## config.mk

```make
export PLATFORM = sky130hd
export DESIGN_NAME = sme_pattern_sched
export DESIGN_NICKNAME = d
export VERILOG_FILES = /design/src/rtl/sme_pkg.sv /design/src/rtl/sme_pattern_sched.sv
export SDC_FILE = /design/constraint.sdc
export NUM_CORES = 1
export LEC_CHECK = 0
export ABC_CLOCK_PERIOD_IN_PS = 2150
export CORE_UTILIZATION = 46
export CTS_BUF_LIST = sky130_fd_sc_hd__clkbuf_4 sky130_fd_sc_hd__clkbuf_8
export DETAILED_ROUTE_END_ITERATION = 7
export GPL_TIMING_DRIVEN = 0
export PLACE_DENSITY_LB_ADDON = 0.08
export SLEW_MARGIN = 40
export SYNTH_ARGS = -nofsm -noshare
export SYNTH_HDL_FRONTEND = slang
export SYNTH_SLANG_ARGS = --single-unit
export TNS_END_PERCENT = 1
```

## constraint.sdc

```tcl
create_clock -name clk -period 2.15 [get_ports clk]
set_input_delay 0.3225 -clock clk [delete_from_list [all_inputs] [get_ports clk]]
set_output_delay 0.3225 -clock clk [all_outputs]
set_load 0.05 [all_outputs]
```

## src/rtl/sme_pkg.sv

```systemverilog
// Shared definitions for the SME string-match engine: ROM geometry,
// pattern limits, terminator byte and the scheduler state encoding.
package sme_pkg;

    localparam int P_AW    = 7;
    localparam int DW      = 8;
    localparam int MAX_LEN = 32;
    localparam int LEN_W   = 6;
    localparam int MAX_PAT = 16;

    localparam logic [DW-1:0] TERM = 8'h00;

    localparam logic [2:0] IDLE   = 3'd0;
    localparam logic [2:0] S_ADDR = 3'd1;
    localparam logic [2:0] S_DATA = 3'd2;
    localparam logic [2:0] CHECK  = 3'd3;
    localparam logic [2:0] LAUNCH = 3'd4;
    localparam logic [2:0] RUN    = 3'd5;
    localparam logic [2:0] DONE   = 3'd6;

    // Length counter sticks at its maximum; that value is still above
    // MAX_LEN, so an over-long pattern is always recognised as such.
    function automatic logic [LEN_W-1:0] len_inc(input logic [LEN_W-1:0] l);
        return (l == {LEN_W{1'b1}}) ? l : l + 1'b1;
    endfunction

endpackage

```

## src/rtl/sme_pattern_sched.sv

```systemverilog
// Pattern scheduler: walks the pattern ROM, splits it into TERM-delimited
// patterns and launches the match core once per acceptable pattern.
// The ROM address port is shared with the core while it is running.
module sme_pattern_sched
    import sme_pkg::*;
(
    input  logic             clk,
    input  logic             reset,
    output logic [P_AW-1:0]  P_addr,
    input  logic [DW-1:0]    P_data,
    input  logic [P_AW-1:0]  core_p_addr,
    output logic             core_start,
    output logic [P_AW-1:0]  core_base,
    output logic [LEN_W-1:0] core_len,
    output logic [3:0]       pattern_no,
    input  logic             core_done,
    output logic             finish,
    output logic             err_long
);

    logic [2:0]      state;
    logic [P_AW-1:0] ptr;
    logic            eor;
    logic            last_byte;
    logic            last_pattern;
    logic            too_long;

    assign last_byte    = (ptr == {P_AW{1'b1}});
    assign last_pattern = eor || (pattern_no == 4'(MAX_PAT - 1));
    assign too_long     = (core_len > LEN_W'(MAX_LEN));

    // The core owns the ROM address only while it is matching.
    always_comb begin
        P_addr = ptr;
        if (state == RUN) begin
            P_addr = core_p_addr;
        end
    end

    // Scan, check and launch sequencer; all scheduler state lives here.
    always_ff @(posedge clk or posedge reset) begin
        if (reset) begin
            state      <= IDLE;
            ptr        <= '0;
            core_base  <= '0;
            core_len   <= '0;
            pattern_no <= '0;
            eor        <= 1'b0;
            core_start <= 1'b0;
            finish     <= 1'b0;
            err_long   <= 1'b0;
        end else begin
            core_start <= 1'b0;
            case (state)
                IDLE: begin
                    state <= S_ADDR;
                end
                S_ADDR: begin
                    state <= S_DATA;
                end
                S_DATA: begin
                    if (P_data != TERM) begin
                        core_len <= len_inc(core_len);
                        if (last_byte) begin
                            eor   <= 1'b1;
                            state <= CHECK;
                        end else begin
                            ptr   <= ptr + 1'b1;
                            state <= S_ADDR;
                        end
                    end else begin
                        state <= CHECK;
                    end
                end
                CHECK: begin
                    if (core_len == '0) begin
                        state  <= DONE;
                        finish <= 1'b1;
                    end else if (too_long) begin
                        err_long <= 1'b1;
                        if (last_pattern) begin
                            state  <= DONE;
                            finish <= 1'b1;
                        end else begin
                            pattern_no <= pattern_no + 1'b1;
                            ptr        <= ptr + 1'b1;
                            core_base  <= ptr + 1'b1;
                            core_len   <= '0;
                            state      <= S_ADDR;
                        end
                    end else begin
                        core_start <= 1'b1;
                        state      <= LAUNCH;
                    end
                end
                LAUNCH: begin
                    state <= RUN;
                end
                RUN: begin
                    if (core_done) begin
                        if (last_pattern) begin
                            state  <= DONE;
                            finish <= 1'b1;
                        end else begin
                            pattern_no <= pattern_no + 1'b1;
                            ptr        <= ptr + 1'b1;
                            core_base  <= ptr + 1'b1;
                            core_len   <= '0;
                            state      <= S_ADDR;
                        end
                    end
                end
                DONE: begin
                    finish <= 1'b1;
                end
                default: begin
                    state <= IDLE;
                end
            endcase
        end
    end

endmodule

```

==> results.txt, run 1 <==
status: completed
count of max-cap constraint violations: 0
Worst IR Drop VDD: 776.4 µV
# hold bufs at CTS: 0
Finished Cell Area: 2407 µm²
DR vias/cell: 5.596
Die Y: 63.91 µm
final WL: 3900 µm
Skew-Pair Late Insertion Delay: 0.28 ns
critical path's slowest cell: or4b_4
Final Wtd Congestion: 0.8098
largest cells by area after synthesis: dfrtp_1 44%, xnor2_1 6.5%, mux2_2 5.7%
clock sinks: 31
Tot GR Track Use: 0.2169
cell leakage power: 1.000 nW
setup slack after layout: 0.04220 ns
f_max: 474.4 MHz
endpoints failing hold: 0
initial antenna violation count: 0
min Tclk post-route: 2.108 ns
TritonCTS Buffers: 5
multi-input logic area: 957.2 µm²
Mapped Cells: 171
sequential area share after synthesis: 0.4400
Die Wd: 63.91 µm
FF-to-FF path depth: 7
crit-path cells: inv_2 -> ha_1 -> or4b_4 -> o221a_4 -> o21a_4 -> nand2_4 -> mux2_4
Worst EP arrival: 2.27 ns
Final nets: 243
Slew Limit Fails: 0
fraction of registers with async set/reset: 1.000
clock buffer depth: 2
PortBufs: 44
die area: 4084 µm²
Filler cells: 304
post-synth top area cell: dfrtp_1
Reg2Reg Setup Slack: 0.04 ns
distinct cell type count after synthesis: 50
synth-to-layout area growth: 36.55%
Mapped Avg Cell Area: 10.31 µm²
largest net degree at the start of global routing: 32
WS Path Type: register to register
Setup-failing EPs final: 0
share of cells above drive strength 1: 0.1982
DP HPWL: 2986 µm
Post-synth EDFFs: 0
post-synthesis cell area: 1763 µm²
synthesized net count: 193
H-tree depth: 2
TritonRoute pass-1 iters: 4
worst slew pin tran: 0.6682 ns
diode count: 0
starting density of the core: 0.4815
DR vias: 1,511
WL/cell: 14.44 µm
Final period util: 0.9804
post-layout util: 0.6576
clk slew on worst S/H paths: 0.07 ns
share of the synthesized area in the top cell type: 0.4400
Crit. End Element: register
slew margin rel.: 0.5539
root buffer cell: clkbuf_8
Fin Clk Skew: 0.007290 ns
Critical Path Max Stage Delay: 0.50 ns
Remaining DRCs: 0
CTS tree: yes
RSZ-0062 raised after global routing: true
vias in the first global route: 1,520
dpl cells: 263
total gr overflow: 0
first-pass GRT wire length: 6727 µm
DP Area: 2266 µm²
Storage cell area: 778.2 µm²
#FFs+latches synth: 31
PwrDens: 1303 nW/µm²
io pins: 45
worst r2r dst: ptr[1]
Hold Path Class: input port to asynchronous set/reset pin
non-filler cells, final: 270
Main synth FF type: dfrtp_1
Fin Setup TNS: 0 ns
total power: 3.136 mW
CP startpoint kind: register
worst-path fanout max: 7
DR iter-0 viols: 55
pre-CTS setup slack: -0.1653 ns
r2r startpoint: core_len[0]
Final ANT Viol Nets: 0
Crit path required time: 2.31 ns
Cell Rows: 22
yosys warns: 0
CORE AREA: 3661 µm²
worst hold slack: 0.4591 ns
-- layer usage --
metal  vias up  GRT usage  share of wire  wire length (µm)
li1        724          -              -                 -
met1       729     0.2554           0.41              1591
met2        46     0.3684           0.53              2053
met3        12    0.05000          0.042               162
met4         0     0.1080          0.024                93
met5         -          0              0                 0
-- kinds of logic after synthesis --
logic type	after synthesis	synth area share
buf+inv	13	0.02981
xor+xnor	15	0.07452
compound gates	44	0.1852
simple gates	54	0.1760
fa+ha+maj	4	0.02839
mux	10	0.06600
flops	31	0.4400
-- cell type report --
| class | instances | area share |
|---|---|---|
| flip-flops and latches | 31 | 0.3233 |
| multi-input cells | 127 | 0.3976 |
| clock buffers | 6 | 0.03430 |
| repair buffers | 44 | 0.1840 |
| clock inverters | 2 | 0.01455 |
| inverters | 8 | 0.01247 |
| well taps | 48 | 0.02495 |
| plain buffers | 4 | 0.008836 |
-- state kept, by name, summed over array words and instances (netlist names) --
signal / count
core_base: 7
ptr: 7
core_len: 6
core_start: 1
pattern_no: 4
state: 3
err_long: 1
finish: 1
eor: 1
-- worst max-delay path: cells and delay by family (launching register included) --
kind	cells	cell delay [ns]
AND/OR/NAND/NOR	2	0.58
flip-flops	1	0.45
AO/OA/AOI/OAI	2	0.45
multiplexers	1	0.31
adder cells (fa/ha/maj)	1	0.13
buffers and inverters	1	0.07
-- synthesized netlist by cell type, types with 2 or more instances --
master	n
dfrtp_1	31
xor2_1	2
nand2b_1	2
buf_2	3
mux2_2	9
nor2_1	9
clkbuf_1	2
inv_1	8
o31ai_1	2
a21oi_1	11
nand3_1	12
nor3_1	2
o21ai_0	13
nand2_1	8
ha_1	4
or4_1	2
and3_1	5
xnor2_1	13
nor3b_1	2
-- worst max path at each step --
stage                           start         to  slack (ns)  cells past startpoint
after floorplan           core_len[2]     ptr[1]       0.005                      5
after global placement       state[2]  P_addr[5]       -0.16                      4
after detailed placement     state[2]  P_addr[3]       -0.17                      4
after CTS                    state[2]  P_addr[4]        0.01                      4
after global routing         state[2]  P_addr[3]       -0.04                      4
final                     core_len[0]     ptr[1]        0.04                      7
-- layout by cell type (no fill, tap or decap), drive strengths merged, types with 2 or more instances in the layout --
cell	count
nand3	12
o21ai	13
nor2	10
clkdlybuf4s15	6
clkdlybuf4s50	37
clkbuf	8
dfrtp	31
xnor2	13
ha	4
o31ai	3
buf	3
and2	2
o211ai	2
nor3b	2
o21a	2
nand2	9
nand3b	2
nand2b	2
mux2	10
a21oi	11
or4	2
inv	8
and3	5
nor3	2
xor2	2
-- repair_timing --
action                                  4_1_cts  5_1_grt
pin swaps                                     0        1
cloned                                        0        0
endpoints found under the setup margin        7       18
setup buffers                                 0        0
gates resized for setup                      22        5
-- power breakdown --
group	switching, mW	internal (mW)
combinational	1.03	0.635
sequential	0.168	0.720
clock	0.213	0.375
Power figures use the tool's default switching activity.
==> run 2: changes to the inputs <==
--- a/config.mk
+++ b/config.mk
@@ -5,12 +5,13 @@
 export SDC_FILE = /design/constraint.sdc
 export NUM_CORES = 1
 export LEC_CHECK = 0
-export ABC_CLOCK_PERIOD_IN_PS = 2150
-export CORE_UTILIZATION = 46
+export ABC_CLOCK_PERIOD_IN_PS = 2200
+export CORE_UTILIZATION = 50
 export CTS_BUF_LIST = sky130_fd_sc_hd__clkbuf_4 sky130_fd_sc_hd__clkbuf_8
 export DETAILED_ROUTE_END_ITERATION = 7
 export GPL_TIMING_DRIVEN = 0
 export PLACE_DENSITY_LB_ADDON = 0.08
+export REMOVE_ABC_BUFFERS = 1
 export SLEW_MARGIN = 40
 export SYNTH_ARGS = -nofsm -noshare
 export SYNTH_HDL_FRONTEND = slang
==> constraint.sdc (replaced) <==
create_clock -name clk -period 2.2 [get_ports clk]
set_input_delay 0.33 -clock clk [delete_from_list [all_inputs] [get_ports clk]]
set_output_delay 0.33 -clock clk [all_outputs]
set_load 0.05 [all_outputs]
==> results.txt, run 2 (same netlist as run 1, synthesis figures left out) <==
DR vias/cell: 5.734 (+2.5%)
total gr overflow: 0 (unchanged)
CTS tree: yes
worst-path fanout max: 14 (+7)
TritonRoute pass-1 iters: 4 (unchanged)
Setup-failing EPs final: 0 (unchanged)
cell family with the largest share of critical-path delay: flip-flops
critical path's slowest cell: dfrtp_2
starting density of the core: 0.5242 (+0.04264)
cell leakage power: 0.9756 nW (-2.4%)
CP startpoint kind: register
# hold bufs at CTS: 0 (unchanged)
Critical Path Max Stage Delay: 0.50 ns (about the same)
worst slew pin tran: 0.6393 ns (-0.02898 ns)
Worst EP arrival: 1.81 ns (-0.46 ns)
CORE AREA: 3363 µm² (-8.1%)
die area: 3768 µm² (-7.7%)
root buffer cell: clkbuf_4
Crit. End Element: output port
Final period util: 0.9734
first-pass GRT wire length: 6444 µm (-4.2%)
vias in the first global route: 1,416 (-6.8%)
DR iter-0 viols: 103 (+87%)
Remaining DRCs: 0 (unchanged)
RSZ-0062 raised after global routing: true
synth-to-layout area growth: 34.21%
endpoints failing hold: 0 (unchanged)
worst hold slack: 0.3873 ns (-0.07183 ns)
f_max: 467.0 MHz
clk slew on worst S/H paths: 0.10 ns (+0.03 ns)
worst r2r dst: ptr[1]
clock sinks: 31 (unchanged)
final WL: 3988 µm (+2.3%)
FF-to-FF path depth: 7 (unchanged)
most frequent cells in the layout: 37 x clkdlybuf4s50_1, 27 x dfrtp_1, 13 x xnor2_1, 13 x o21ai_0
Final nets: 243 (unchanged)
share of cells above drive strength 1: 0.2036 (+0.005422)
Crit path required time: 1.87 ns (-0.44 ns)
Filler cells: 285 (-6.3%)
Skew-Pair Late Insertion Delay: 0.33 ns (+0.05 ns)
Worst IR Drop VDD: 725.3 µV (-6.6%)
critical path buffer and inverter count: 1 (unchanged)
top flop regs: core_base x7, ptr x7, core_len x6
min Tclk post-route: 2.141 ns
PortBufs: 44 (unchanged)
Slew Limit Fails: 0 (unchanged)
clock buffer depth: 2 (unchanged)
r2r startpoint: core_len[0]
Reg2Reg Setup Slack: 0.09 ns (+0.05 ns)
crit-path cells: nand3b_4 -> mux2_2 -> clkdlybuf4s15_2
H-tree depth: 2 (unchanged)
slew margin rel.: 0.5732 (+0.01935)
Fin Clk Skew: 0.008452 ns (+0.001162 ns)
TritonCTS Buffers: 5 (unchanged)
WS Path Type: register to output port
count of max-cap constraint violations: 0 (unchanged)
Critical path origin: state[1]
initial antenna violation count: 0 (unchanged)
io pins: 45 (unchanged)
Die Wd: 61.38 µm (-4.0%)
Hold Path Class: input port to asynchronous set/reset pin
PwrDens: 1190 nW/µm² (-8.7%)
Final Wtd Congestion: 0.8216 (+1.5%)
largest net degree at the start of global routing: 32 (unchanged)
Cell Rows: 21 (-4.5%)
diode count: 0 (unchanged)
Final ANT Viol Nets: 0 (unchanged)
Fin Setup TNS: 0 ns (unchanged)
DR vias: 1,531 (+1.3%)
status: completed
most common cell after layout, fill and taps aside: clkdlybuf4s50_1
DP HPWL: 2818 µm (-5.6%)
WL/cell: 14.94 µm (+3.4%)
Die Y: 61.38 µm (-4.0%)
Tot GR Track Use: 0.2396 (+0.02263)
-- run 2: cell types whose count changed in the layout (fill, tap and decap cells not counted) --
cell,delta
inv_2,-2
buf_2,-3
inv_1,+2
dfrtp_1,-2
clkbuf_1,-1
buf_4,+4
clkbuf_8,-5
clkdlybuf4s15_2,+1
bufinv_16,-1
clkbuf_4,+4
nand3_1,-1
dfrtp_2,+2
nand3_2,+1
-- run 2: cell type report --
| cell class | instances | area, µm² | share of cell area |
|---|---|---|---|
| Multi-Input combinational cell | 127 | 962.2 | 0.4067 |
| Sequential cell | 31 | 780.7 | 0.3300 |
| Timing Repair Buffer | 48 | 479.2 | 0.2025 |
| Tap cell | 46 | 57.56 | 0.02433 |
| Clock buffer | 6 | 51.30 | 0.02168 |
| Inverter | 8 | 30.03 | 0.01269 |
| Clock inverter | 1 | 5.005 | 0.002115 |
-- run 2: report_power, final --
group | switching [mW] | total (mW) | internal (mW) | leakage [nW]
Sequential | 0.234 | 0.939 | 0.706 | 0.391
Combinational | 0.931 | 1.54 | 0.605 | 0.551
Clock | 0.193 | 0.341 | 0.148 | 0.0341
Total | 1.36 | 2.82 | 1.46 | 0.976
-- run 2: metrics by stage --
stage          utilization  power [mW]  area, µm²  cells  setup WS (ns)
4_1_cts             0.6901       2.825       2321    263        0.02378
2_1_floorplan            -       1.998       1740    166       -0.07469
6_report            0.7035       2.816       2366    267        0.05858
5_1_grt             0.7035       2.991       2366    267       -0.01272
3_3_place_gp        0.6656       2.412       2238    256        -0.2365
3_5_place_dp        0.6656       2.456       2238    256        -0.2854
-- run 2: worst max-delay path by stage --
stage / end / cells after the start / slack (ns)
final: P_addr[1] / 3 / 0.06
after global routing: P_addr[1] / 3 / -0.01
after CTS: pattern_no[1] / 5 / 0.02
after detailed placement: P_addr[1] / 3 / -0.29
after global placement: P_addr[0] / 3 / -0.24
after floorplan: core_base[1] / 5 / -0.07
-- run 2: routing by layer --
metal | track usage | vias to the layer above | part of all wire
li1 | - | 727 | -
met1 | 0.3017 | 740 | 0.42
met2 | 0.3898 | 57 | 0.50
met3 | 0.06933 | 7 | 0.056
met4 | 0.09524 | 0 | 0.019
met5 | 0 | - | 0
-- run 2: what timing repair did --
| item | 4_1_cts | 5_1_grt |
|---|---|---|
| hold endpoints to repair | 0 | 0 |
| endpoints found under the setup margin | 11 | 12 |
| resized for setup | 26 | 3 |
| pin swaps | 0 | 3 |
| setup buffers | 0 | 4 |
==> run 3: changes to the inputs <==
--- a/config.mk
+++ b/config.mk
@@ -5,6 +5,7 @@
 export SDC_FILE = /design/constraint.sdc
 export NUM_CORES = 1
 export LEC_CHECK = 0
+export ABC_AREA = 1
 export ABC_CLOCK_PERIOD_IN_PS = 2200
 export CORE_UTILIZATION = 50
 export CTS_BUF_LIST = sky130_fd_sc_hd__clkbuf_4 sky130_fd_sc_hd__clkbuf_8
==> results.txt, run 3 <==
Setup-failing EPs final: 0 (unchanged)
Hold Path Class: input port to asynchronous set/reset pin
clk slew on worst S/H paths: 0.07 ns (-0.03 ns)
RSZ-0062 raised after global routing: true
WL/cell: 11.59 µm (-22%)
post-synthesis cell area: 1869 µm² (+6.0%)
Storage cell area: 775.7 µm² (-0.64%)
Main synth FF type: dfrtp_1
distinct cell type count after synthesis: 30 (-40%)
slew margin rel.: 0.5783 (+0.005066)
Skew-Pair Late Insertion Delay: 0.29 ns (-0.04 ns)
Die Y: 63.15 µm (+2.9%)
Post-CTS Resized: 7 (-73%)
diode count: 0 (unchanged)
dpl cells: 330 (+29%)
Worst IR Drop VDD: 772.5 µV (+6.5%)
Slew Limit Fails: 0 (unchanged)
cell leakage power: 1.211 nW (+24%)
r2r startpoint: core_len[0]
clock sinks: 31 (unchanged)
TritonRoute pass-1 iters: 4 (unchanged)
CTS tree: yes
yosys warns: 0 (unchanged)
non-filler cells, final: 338 (+27%)
multi-input logic area: 975.9 µm² (+1.4%)
WS Path Type: register to output port
root buffer cell: clkbuf_8
Post-synth EDFFs: 0 (unchanged)
most frequent cell after synthesis: nand2_1
Final Wtd Congestion: 0.8441 (+2.7%)
vias in the first global route: 1,531 (+8.1%)
top flop regs: core_base x7, ptr x7, core_len x6
min Tclk post-route: 2.171 ns (+0.02953 ns)
post-synth top area cell: dfrtp_1
Crit. End Element: output port
initial antenna violation count: 0 (unchanged)
# hold bufs at CTS: 0 (unchanged)
CP startpoint kind: register
count of max-cap constraint violations: 0 (unchanged)
Die Wd: 63.15 µm (+2.9%)
largest cells by area after synthesis: dfrtp_1 41%, nand2_1 17%, nand3_1 6.4%
most frequent cells in the layout: 83 x nand2_1, 37 x clkdlybuf4s50_1, 31 x dfrtp_1, 29 x nor2_1, 24 x nand3_1
worst r2r dst: ptr[2]
Fin Clk Skew: 0.003735 ns (-0.004717 ns)
share of the synthesized area in the top cell type: 0.4150 (-0.02504)
cell family with the largest share of critical-path delay: buffers and inverters
clock buffer depth: 2 (unchanged)
CORE AREA: 3468 µm² (+3.1%)
DP Area: 2344 µm² (+4.7%)
TritonCTS Buffers: 5 (unchanged)
critical path buffer and inverter count: 2 (+1)
PwrDens: 1251 nW/µm² (+5.1%)
starting density of the core: 0.5390 (+0.01478)
PortBufs: 44 (unchanged)
largest net degree at the start of global routing: 32 (unchanged)
synth-to-layout area growth: 30.05%
Final nets: 313 (+29%)
Worst EP arrival: 1.84 ns (+0.03 ns)
DR vias/cell: 4.926 (-14%)
Final ANT Viol Nets: 0 (unchanged)
io pins: 45 (unchanged)
crit-path cells: inv_2 -> nand3_4 -> mux2_2 -> clkdlybuf4s15_1
worst-path fanout max: 14 (unchanged)
Critical Path Max Stage Delay: 0.48 ns (-0.02 ns)
die area: 3987 µm² (+5.8%)
Mapped Avg Cell Area: 7.693 µm² (-25%)
worst slew pin tran: 0.6317 ns (-0.007588 ns)
total gr overflow: 0 (unchanged)
Cell Rows: 21 (unchanged)
fraction of registers with async set/reset: 1.000 (unchanged)
final WL: 3917 µm (-1.8%)
first-pass GRT wire length: 6803 µm (+5.6%)
Mapped Cells: 243 (+42%)
DR vias: 1,665 (+8.8%)
Final period util: 0.9868 (+0.01342)
share of cells above drive strength 1: 0.1404 (-0.06321)
Crit path required time: 1.87 ns (about the same)
critical path's slowest cell: dfrtp_1
total setup buffers inserted after CTS: 0 (unchanged)
most common cell after layout, fill and taps aside: nand2_1
Filler cells: 313 (+9.8%)
leading cell types by count after synthesis: 83 x nand2_1, 31 x dfrtp_1, 29 x nor2_1
Tot GR Track Use: 0.2212 (-0.01834)
sequential area share after synthesis: 0.4150 (-0.02504)
Finished Cell Area: 2431 µm² (+2.7%)
f_max: 460.6 MHz (-1.4%)
Remaining DRCs: 0 (unchanged)
DP HPWL: 2781 µm (-1.3%)
#FFs+latches synth: 31 (unchanged)
status: completed
H-tree depth: 2 (unchanged)
endpoints failing hold: 0 (unchanged)
DR iter-0 viols: 101 (-1.9%)
Reg2Reg Setup Slack: 0.32 ns (+0.23 ns)
FF-to-FF path depth: 12 (+5)
-- run 3: how the worst max path moves through the flow --
stage | startpoint | endpoint | slack (ns) | cells after the start
3_5_place_dp | state[1] | P_addr[1] | 0.05 | 4
6_report | state[1] | P_addr[4] | 0.03 | 4
3_3_place_gp | state[1] | P_addr[1] | 0.05 | 4
5_1_grt | state[1] | P_addr[4] | -0.03 | 4
4_1_cts | state[1] | P_addr[1] | 0.006 | 4
2_1_floorplan | core_len[0] | core_len[0] | 0.23 | 12
-- run 3: metrics by stage --
| step | util | hold slack [ns] | setup slack, ns | total power, mW | TNS, ns |
|---|---|---|---|---|---|
| 3_5_place_dp | 0.6757 | 0.4387 | 0.04697 | 2.509 | 0 |
| 3_3_place_gp | 0.6757 | 0.4354 | 0.04711 | 2.496 | 0 |
| 4_1_cts | 0.7071 | 0.4557 | 0.006160 | 3.055 | 0 |
| 6_report | 0.7009 | 0.4490 | 0.02905 | 3.041 | 0 |
| 2_1_floorplan | - | 0.4240 | 0.2339 | 2.064 | 0 |
| 5_1_grt | 0.7009 | 0.4714 | -0.03041 | 3.243 | -0.03041 |
-- run 3: logic make-up (layout without fill, tap and decap cells) --
group,count (synthesis),in the layout,synth area share
multiplexers,4,4,0.02409
AND/OR/NAND/NOR,155,155,0.3869
XOR/XNOR,8,8,0.03748
AO/OA/AOI/OAI,13,13,0.04686
adder cells (fa/ha/maj),4,4,0.02677
flip-flops,31,31,0.4150
buffers and inverters,28,77,0.06292
-- run 3: metal layers --
layer / vias up / track usage / wire length [µm]
li1: 863 / - / -
met1: 748 / 0.2923 / 1899
met2: 48 / 0.3481 / 1728
met3: 6 / 0.06159 / 236
met4: 0 / 0.06977 / 53
met5: - / 0 / 0
-- run 3: worst register-to-register path, cell delays in order, from the launching register on --
cell	delay, ns
dfrtp_1	0.48
inv_1	0.09
ha_1	0.19
inv_1	0.05
nor2_1	0.04
nand2_1	0.10
nand2_1	0.09
nand2_2	0.12
nand2_4	0.09
inv_2	0.23
nand2_2	0.17
nand2_1	0.09
nand2_1	0.05
-- run 3: power by group --
part	total, mW	internal, mW	switching [mW]
clock network	0.593	0.366	0.226
logic	1.59	0.476	1.12
registers	0.854	0.681	0.174
total	3.04	1.52	1.52
-- run 3: cell type report --
class | instances | area share
well taps | 46 | 0.02367
clock inverters | 2 | 0.01441
flip-flops and latches | 31 | 0.3191
inverters | 25 | 0.03860
repair buffers | 44 | 0.1688
clock buffers | 6 | 0.03397
multi-input cells | 184 | 0.4014
